File: src/rtl/l4_pkg.sv
// Shared mode encodings and FSM state type for the L4 layer sequencer.
// Latency: none; this file holds types and constants only.
// Backpressure: none; no handshaking is defined here.
package l4_pkg;

  localparam logic [1:0] L4_MODE_WRAP_UP = 2'b00;
  localparam logic [1:0] L4_MODE_WRAP_DN = 2'b01;
  localparam logic [1:0] L4_MODE_BOUNCE  = 2'b10;
  localparam logic [1:0] L4_MODE_ONESHOT = 2'b11;

  typedef enum logic [1:0] {
    L4_SEQ_IDLE = 2'd0,
    L4_SEQ_RUN  = 2'd1,
    L4_SEQ_DONE = 2'd2
  } l4_seq_state_t;

endpackage

File: src/rtl/l4_layer_sequencer.sv
// Steps a layer index over 0..top in one of four modes, with a start/abort FSM, wrap pulse and pass counter.
// Latency: a step requested by en in RUN shows on layer/dir/wrap one cycle later; start and abort also act in one cycle.
// Backpressure: none; en is a per-cycle advance request, ignored outside RUN, and there is no ready signal.
module l4_layer_sequencer
  import l4_pkg::*;
#(
  parameter int NLBITS  = 3,
  parameter int NLAYERS = 8,
  parameter int NCBITS  = 8
) (
  input  logic              clk,
  input  logic              reset,
  input  logic              start,
  input  logic              abort,
  input  logic              en,
  input  logic [1:0]        mode,
  input  logic [NLBITS-1:0] top_cfg,
  output logic [NLBITS-1:0] layer,
  output logic              dir,
  output logic              top_l,
  output logic              bottom_l,
  output logic              wrap,
  output logic              busy,
  output logic              done,
  output logic [NCBITS-1:0] pass_count
);

  localparam logic [NLBITS-1:0] TOP_MAX = NLBITS'(NLAYERS - 1);
  localparam logic [NCBITS-1:0] PC_MAX  = {NCBITS{1'b1}};

  // Result of one enabled step: new position, pass completion, and end of a one-shot run.
  typedef struct packed {
    logic [NLBITS-1:0] layer;
    logic              dir;
    logic              wrap;
    logic              fin;
  } step_t;

  l4_seq_state_t     state;
  logic [1:0]        mode_lat;
  logic [NLBITS-1:0] top_lat;
  logic [NLBITS-1:0] top_clamp;
  step_t             nxt;

  // Next position for one enabled step. Bounds are top and 0, so arithmetic never wraps.
  function automatic step_t next_step(input logic [1:0] m, input logic [NLBITS-1:0] cur,
                                      input logic d, input logic [NLBITS-1:0] top);
    step_t r;
    r.layer = cur;
    r.dir   = d;
    r.wrap  = 1'b0;
    r.fin   = 1'b0;
    if (top == '0) begin
      // A single-layer range completes a pass on every step and never changes direction.
      r.layer = '0;
      r.dir   = 1'b0;
      r.wrap  = 1'b1;
      r.fin   = (m == L4_MODE_ONESHOT);
    end else begin
      case (m)
        L4_MODE_WRAP_UP: begin
          r.wrap  = (cur == top);
          r.layer = r.wrap ? '0 : cur + 1'b1;
        end
        L4_MODE_WRAP_DN: begin
          r.wrap  = (cur == '0);
          r.layer = r.wrap ? top : cur - 1'b1;
        end
        L4_MODE_BOUNCE: begin
          if (!d) begin
            r.dir   = (cur == top);
            r.layer = r.dir ? top - 1'b1 : cur + 1'b1;
          end else begin
            r.dir   = (cur != '0);
            r.layer = r.dir ? cur - 1'b1 : NLBITS'(1);
          end
          // The pass ends on the step that reaches 0 while still descending.
          r.wrap = r.dir && (r.layer == '0);
        end
        L4_MODE_ONESHOT: begin
          r.wrap  = (cur == top);
          r.fin   = r.wrap;
          r.layer = r.wrap ? cur : cur + 1'b1;
        end
        default: ;
      endcase
    end
    return r;
  endfunction

  // Clamp the requested top layer and precompute the step from the current position.
  always_comb begin
    top_clamp = (top_cfg > TOP_MAX) ? TOP_MAX : top_cfg;
    nxt       = next_step(mode_lat, layer, dir, top_lat);
  end

  // Control FSM and all registered outputs. Abort beats start, and start beats en.
  always_ff @(posedge clk or posedge reset) begin
    if (reset) begin
      state      <= L4_SEQ_IDLE;
      layer      <= '0;
      dir        <= 1'b0;
      top_lat    <= TOP_MAX;
      mode_lat   <= L4_MODE_WRAP_UP;
      pass_count <= '0;
      wrap       <= 1'b0;
    end else begin
      wrap <= 1'b0;
      if (abort) begin
        state <= L4_SEQ_IDLE;
        layer <= '0;
        dir   <= 1'b0;
      end else if (start) begin
        state      <= L4_SEQ_RUN;
        mode_lat   <= mode;
        top_lat    <= top_clamp;
        pass_count <= '0;
        layer      <= (mode == L4_MODE_WRAP_DN) ? top_clamp : '0;
        dir        <= (mode == L4_MODE_WRAP_DN) && (top_clamp != '0);
      end else if ((state == L4_SEQ_RUN) && en) begin
        layer <= nxt.layer;
        dir   <= nxt.dir;
        wrap  <= nxt.wrap;
        if (nxt.wrap && (pass_count != PC_MAX)) pass_count <= pass_count + 1'b1;
        if (nxt.fin) state <= L4_SEQ_DONE;
      end
    end
  end

  assign top_l    = (layer != top_lat);
  assign bottom_l = (layer != '0);
  assign busy     = (state == L4_SEQ_RUN);
  assign done     = (state == L4_SEQ_DONE);

endmodule

File: config.mk
export PLATFORM = sky130hd
export DESIGN_NAME = l4_layer_sequencer
export DESIGN_NICKNAME = d
export VERILOG_FILES = /design/src/rtl/l4_pkg.sv /design/src/rtl/l4_layer_sequencer.sv
export SDC_FILE = /design/constraint.sdc
export NUM_CORES = 1
export LEC_CHECK = 0
export ABC_AREA = 1
export CAP_MARGIN = 20
export CORE_UTILIZATION = 40
export CTS_CLUSTER_DIAMETER = 120
export DETAILED_ROUTE_END_ITERATION = 10
export PLACE_DENSITY = 0.77
export SLEW_MARGIN = 20
export SYNTH_ARGS = -nofsm -noshare
export SYNTH_HDL_FRONTEND = slang
export SYNTH_SLANG_ARGS = --single-unit
File: constraint.sdc
create_clock -name clk -period 1.7 [get_ports clk]
set_input_delay 0.255 -clock clk [delete_from_list [all_inputs] [get_ports clk]]
set_output_delay 0.255 -clock clk [all_outputs]
set_load 0.1 [all_outputs]
# [Word level (Yosys, flattened, before mapping)]
# Index checks and enable logic that the tools add are counted.
[totals] output_inout_bits=17 elab_cells=75 ff_bits=20
[op_classes] bitwise_logic=1 addsub=4 n_mux=31 order_cmp=1 n_reduce_logical=21 n_eq_ne=10
[op_table] cell="two-way mux 3 bit" n=10
[op_table] cell="two-way mux 8 bit" n=3
[op_table] cell="two-way mux 4 bit" n=3
[op_table] cell="case mux 3 bit (4 select lines)" n=1
[op_table] cell="nonzero test 3 bit" n=4
[op_table] cell="logical NOT 3 bit" n=3
[op_table] cell="adder 8 x 1 -> 8 bit (second input constant)" n=1
[op_table] cell="two-way mux 1 bit" n=8
[op_table] cell="two-way mux 2 bit" n=4
[op_table] cell="!= test 8 bit (second input constant)" n=1
[op_table] cell="AND reduction 2 bit" n=4
[op_table] cell="equality test 2 x 1 -> 1 bit (second input constant)" n=3
[op_table] cell="equality test 2 bit (second input constant)" n=3
[op_table] cell="two-way mux 6 bit" n=1
[op_table] cell="subtractor 3 x 1 -> 3 bit (second input constant)" n=2
[op_table] cell="!= test 5 bit (second input constant)" n=1
[op_table] cell="logical AND 1 bit" n=4
[op_table] cell="nonzero test 2 bit" n=2
[op_table] cell="nonzero test 4 bit" n=1
[op_table] cell="adder 3 x 1 -> 3 bit (second input constant)" n=1
[op_table] cell="equality test 3 bit" n=1
[op_table] cell="> comparator 3 bit (second input constant)" n=1
[op_table] cell="!= test 3 bit" n=1
[op_table] cell="case mux 1 bit (3 select lines)" n=1
[op_table] cell="other kinds (4)" n=4

# [Logic depth before layout (Yosys ltp)]
[depth] word_depth=13 depth_mapped=16 depth_no_buf=16

# [Worst setup path before layout]
# Ideal clock, no wire load.
[synth_timing] path_type="reg2reg" startpoint="reg state[1]" endpoint="reg dir" stages_incl_launch_ff=7 setup_slack_ns=-1.080 setup_time_ns=0.147 required_ns=1.553 period_less_slack_ns=2.780 arrival_ns=2.633 path_buffers=0 path_cell_list="dfrtp_1 > nor2_1 > nand2_1 > nand2_1 > o21ai_1 > a2111oi_0 > a22oi_1"
[synth_via] elab_chain_cells=4
[synth_rtl] element="from (decl)" line_no="l4_layer_sequencer.sv:39" text="l4_seq_state_t state;"
[synth_rtl] element="from (signal assigned)" line_no="l4_layer_sequencer.sv:100" text="state <= L4_SEQ_IDLE;"
[synth_rtl] element="from (signal assigned)" line_no="l4_layer_sequencer.sv:110" text="state <= L4_SEQ_IDLE;"
[synth_rtl] element="from (signal assigned)" line_no="l4_layer_sequencer.sv:114" text="state <= L4_SEQ_RUN;"
[synth_rtl] element="equality test 2 x 1 -> 1 bit"
[synth_rtl] element="net busy" line_no="l4_layer_sequencer.sv:23" text="output logic busy,"
[synth_rtl] element="logical AND 1 bit" line_no="l4_layer_sequencer.sv:120" text="end else if ((state == L4_SEQ_RUN) && en) begin"
[synth_rtl] element="nonzero test 3 bit (no source line)"
[synth_rtl] element="AND reduction 2 bit (no source line)"
[synth_rtl] element="to (signal assigned)" line_no="l4_layer_sequencer.sv:119" text="dir <= (mode == L4_MODE_WRAP_DN) && (top_clamp != '0);"
[synth_rtl] element="to (signal assigned)" line_no="l4_layer_sequencer.sv:122" text="dir <= nxt.dir;"
[synth_rtl] element="to (decl)" line_no="l4_layer_sequencer.sv:19" text="output logic dir,"
# The timed path passes the listed nets, and every way through them passes these cells.
# A chain may end at the register's enable or synchronous reset.

# [Worst setup path in the final report]
[layout_timing] startpoint="reg top_lat[0]" endpoint="reg pass_count[4]"
[layout_via] elab_chain_cells=12
[layout_rtl] element="from (decl)" line_no="l4_layer_sequencer.sv:41" text="logic [NLBITS-1:0] top_lat;"
[layout_rtl] element="from (signal assigned)" line_no="l4_layer_sequencer.sv:116" text="top_lat <= top_clamp;"
[layout_rtl] element="subtractor 3 x 1 -> 3 bit or equality test 3 bit (tied branches)"
[layout_rtl] element="two-way mux 3 bit" line_no="l4_layer_sequencer.sv:72" text="r.layer = r.dir ? top - 1'b1 : cur + 1'b1;"
[layout_rtl] element="two-way mux 4 bit" line_no="l4_layer_sequencer.sv:70" text="if (!d) begin"
[layout_rtl] element="two-way mux 4 bit" line_no="l4_layer_sequencer.sv:60" text="case (m)"
[layout_rtl] element="two-way mux 4 bit" line_no="l4_layer_sequencer.sv:53" text="if (top == '0) begin"
[layout_rtl] element="logical NOT 3 bit" line_no="l4_layer_sequencer.sv:78" text="r.wrap = r.dir && (r.layer == '0);"
[layout_rtl] element="logical AND 1 bit" line_no="l4_layer_sequencer.sv:78"
[layout_rtl] element="case mux 1 bit (3 select lines)" line_no="l4_layer_sequencer.sv:60"
[layout_rtl] element="two-way mux 6 bit (*)" line_no="l4_layer_sequencer.sv:53"
[layout_rtl] element="logical AND 1 bit (*)" line_no="l4_layer_sequencer.sv:124" text="if (nxt.wrap && (pass_count != PC_MAX)) pass_count <= pass_count + 1'b1;"
[layout_rtl] element="nonzero test 2 bit (no source line) (*)"
[layout_rtl] element="AND reduction 3 bit (no source line) (*)"
[layout_rtl] element="to (signal assigned)" line_no="l4_layer_sequencer.sv:124"
[layout_rtl] element="to (decl)" line_no="l4_layer_sequencer.sv:25" text="output logic [NCBITS-1:0] pass_count"
# Every way passes the cells marked *; elsewhere a longest branch is shown, timed or not. The select of a mux whose other input is x is not followed.

==> reports/qor.yml <==
power:
  p_switching_w: 0.00116
  p_per_area_nw_per_um2: 977
  clkPwrFrac_pct: 19.3
  p_seq_share_pct: 23.0
  power_leakage_nw: 1.31
  swShare_pct: 43.8
  p_int_w: 0.00149
  vdd_drop_max_mv: 0.612
  comb_power_share_pct: 57.7
  total_power_w: 0.00265
critical_path:
  worstPathBufferInverterCount: 2
  crit_arrival_ns: 2.32
  crit_cells: 15
  cpPeakStageDelay_ns: 0.59
  cp_max_fo: 6
  path_class: "reg -> reg"
  crit_slowest_cell: "dfstp_2"
  rr_worst_depth: 15
  cp-start-kind: "flop"
  worstPathCellList: "buf_6 > nand2_4 > nand2_4 > nand3_4 > nand2_2 > nand2_1 > nor2_1 > nand3_1 > nand2_1 > nand2_2 > nand2_4 > nand2_8 > buf_6 > nand3_2 > nand2_1"
  reg2reg_from: "top_lat[0]$_DFFE_PP1P_"
  crit_family: "simple AND/OR/NAND/NOR gates"
  cp.required_ns: 1.87
  end_kind: "flop"
  startpoint: "top_lat[0]$_DFFE_PP1P_"
grt:
  grt_usage_pct: 26.2
  grt_pass1_vias: 1717
  antenna_found_initial: 0
  overflow: 0
  grt_pass1_wl_um: 8020
  grt_max_degree: 21
synthesis:
  synth_common_cells: "55 x nand2_1, 22 x inv_1, 21 x nand3_1"
  netlist_area_um2: 1480
  synth_cells: 211
  synth_warnings: 0
  synth-seq-cells: 20
  ys_types: 27
  synth.avg_cell_area_um2: 7.02
  synth_top_area_share_pct: 28.7
  synth-edff-count: 0
  async_flop_share_pct: 100
  synth.most_common_cell: "nand2_1"
  synthFlopType: "dfrtp_1"
  syn_nets: 231
  synth_area_leaders: "dfrtp_1 29%, nand2_1 14%, ha_1 8.4%"
  ys_seq_area_share_pct: 34.0
  synth_top_cell_by_area: "dfrtp_1"
final_layout:
  layout.cells.non_filler: 340
  final_nets: 315
  drive_above_1_share_pct: 50.0
  fillers: 200
  syn_to_final_growth_pct: 82.8
  insertedDiodeCount: 0
  register_area_um2: 520
  multiInputGateArea_um2: 1070
floorplan:
  ios: 27
  die_w_um: 62.9
  initial_core_util_pct: 43.0
  die_h_um: 62.9
  placementRows: 21
  core_region_area_um2: 3440
  die_area_um2: 3950
routing:
  first_pass_iters: 5
  drc: 0
  drt_iter0_drc: 179
  ant_nets: 0
  vias: 1888
  wl_per_cell_um: 17.4
  finalWirelength_um: 5920
  vias_per_cell: 5.55
clocking:
  hold_buffers: 0
  path_clk_slew_ns: 0.09
  numCtsBuffers: 3
  clock_latency_ns: 0.28
  clock_sinks: 20
  cts_buffer_depth: 2
  cts.htree.levels: 1
  root_buffer: "clkbuf_8"
  cts_tree: "built"
place:
  hpwl_um: 3450
  io_buffers: 26
  gp_congestion: 0.967
  place_inst: 323
sta:
  grt_setup_unrepaired: "true"
  layout_setup_ws_ns: -0.451
  holdWs_ns: 0.294
  finalSetupViolCount: 13
  slew_headroom_pct: 78.8
  fin_crit_ns: 2.15
  min_period_over_period_pct: 127
  max_freq_ghz: 0.465
  fin_skew_ns: 0.00994
  hold_viol: 0
  maxSlewViolCount: 0
  tightest_slew_ns: 0.315
run_status:
  outcome: "finished with violations"
  violations: "setup timing"
flow_run:
  cap_violations: 0
worst_hold_path:
  hold_path.class: "in -> async"
## repair_timing
item,in CTS,in global routing
endpoints found under the setup margin,15,15
pin swaps,16,22
setup buffers,4,8
gates resized for setup,22,28
cloned,1,0
## worst reg2reg max path, stage by stage, from the launching register on
cell     delay (ns)
dfstp_2        0.59
buf_6          0.13
nand2_4        0.05
nand2_4        0.08
nand3_4        0.14
nand2_2        0.10
nand2_1        0.07
nor2_1         0.15
nand3_1        0.12
nand2_1        0.11
nand2_2        0.08
nand2_4        0.11
nand2_8        0.09
buf_6          0.13
nand3_2        0.04
nand2_1        0.05
## cell families after synthesis
family	Yosys count	synth area share [%]
AO/OA/AOI/OAI	34	12.9
XOR/XNOR	2	1.18
adder cells (fa/ha/maj)	10	8.45
buffers and inverters	33	8.36
flip-flops	20	34.0
AND/OR/NAND/NOR	112	35.1
## area by class of cell
cell class	count	share of cell area, %
repair buffers	79	31.3
clock buffers	3	1.52
clock inverters	1	1.11
inverters	32	5.08
flip-flops and latches	20	19.2
multi-input cells	159	39.6
well taps	46	2.13
## through the flow
| stage | area, um2 | TNS [ns] | utilization, % | worst slack, ns |
|---|---|---|---|---|
| after CTS | 2540 | -1.40 | 73.8 | -0.157 |
| after global placement | 2350 | -1.91 | 68.4 | -0.271 |
| after floorplan | 1560 | -4.39 | - | -0.429 |
| after global routing | 2710 | -5.46 | 78.7 | -0.513 |
| final | 2710 | -4.57 | 78.7 | -0.451 |
| after detailed placement | 2350 | -2.36 | 68.4 | -0.279 |
## layout by cell type (no fill, tap or decap), types with 3 or more instances in the layout
| cell | count |
|---|---|
| o21ai_0 | 11 |
| buf_12 | 17 |
| nand2_8 | 3 |
| inv_4 | 3 |
| dfrtp_1 | 10 |
| clkbuf_8 | 3 |
| nand2_4 | 6 |
| ha_1 | 6 |
| nand3_2 | 5 |
| ha_4 | 3 |
| nand2_2 | 19 |
| buf_4 | 48 |
| clkdlybuf4s50_1 | 9 |
| dfrtp_4 | 3 |
| nor2_1 | 16 |
| nor2_2 | 3 |
| dfrtp_2 | 4 |
| nand2_1 | 35 |
| dfstp_2 | 3 |
| a21oi_1 | 11 |
| inv_1 | 18 |
| inv_2 | 9 |
| a22oi_1 | 4 |
| buf_6 | 5 |
| nand3_1 | 16 |
## registers in the layout, summed over array words and instances, names as in the netlist
register    count
layer           3
dir             1
mode_lat        2
state           2
top_lat         3
pass_count      8
wrap            1
## power by group through the flow
stage               registers (W)  clock network (W)  logic, W
floorplan                0.000794                  0  0.000544
global placement         0.000600                  0   0.00124
detailed placement       0.000604                  0   0.00126
CTS                      0.000599           0.000499   0.00135
global route             0.000613           0.000535   0.00159
finish                   0.000608           0.000512   0.00153
## routing by layer
metal  share of wire, %  vias up  GRT usage, %
met5                  0        -             0
met4                5.0        0          9.59
met3                7.7       34          2.74
met2                 47      117          43.9
met1                 40      885          34.7
li1                   -      852             -
## worst paths after layout
kind | to | slack, ns
min in group clk | mode_lat[0]$_DFFE_PP0P_ | 0.58
max in group asynchronous | top_lat[0]$_DFFE_PP1P_ | 1.14
min reg2reg | pass_count[3]$_DFFE_PP0P_ | 0.61
max reg2reg | pass_count[4]$_DFFE_PP0P_ | -0.45
min | layer[2]$_DFFE_PP0P_ | 0.29
max | pass_count[4]$_DFFE_PP0P_ | -0.45
Note: power is estimated with default switching activity, not from simulation.
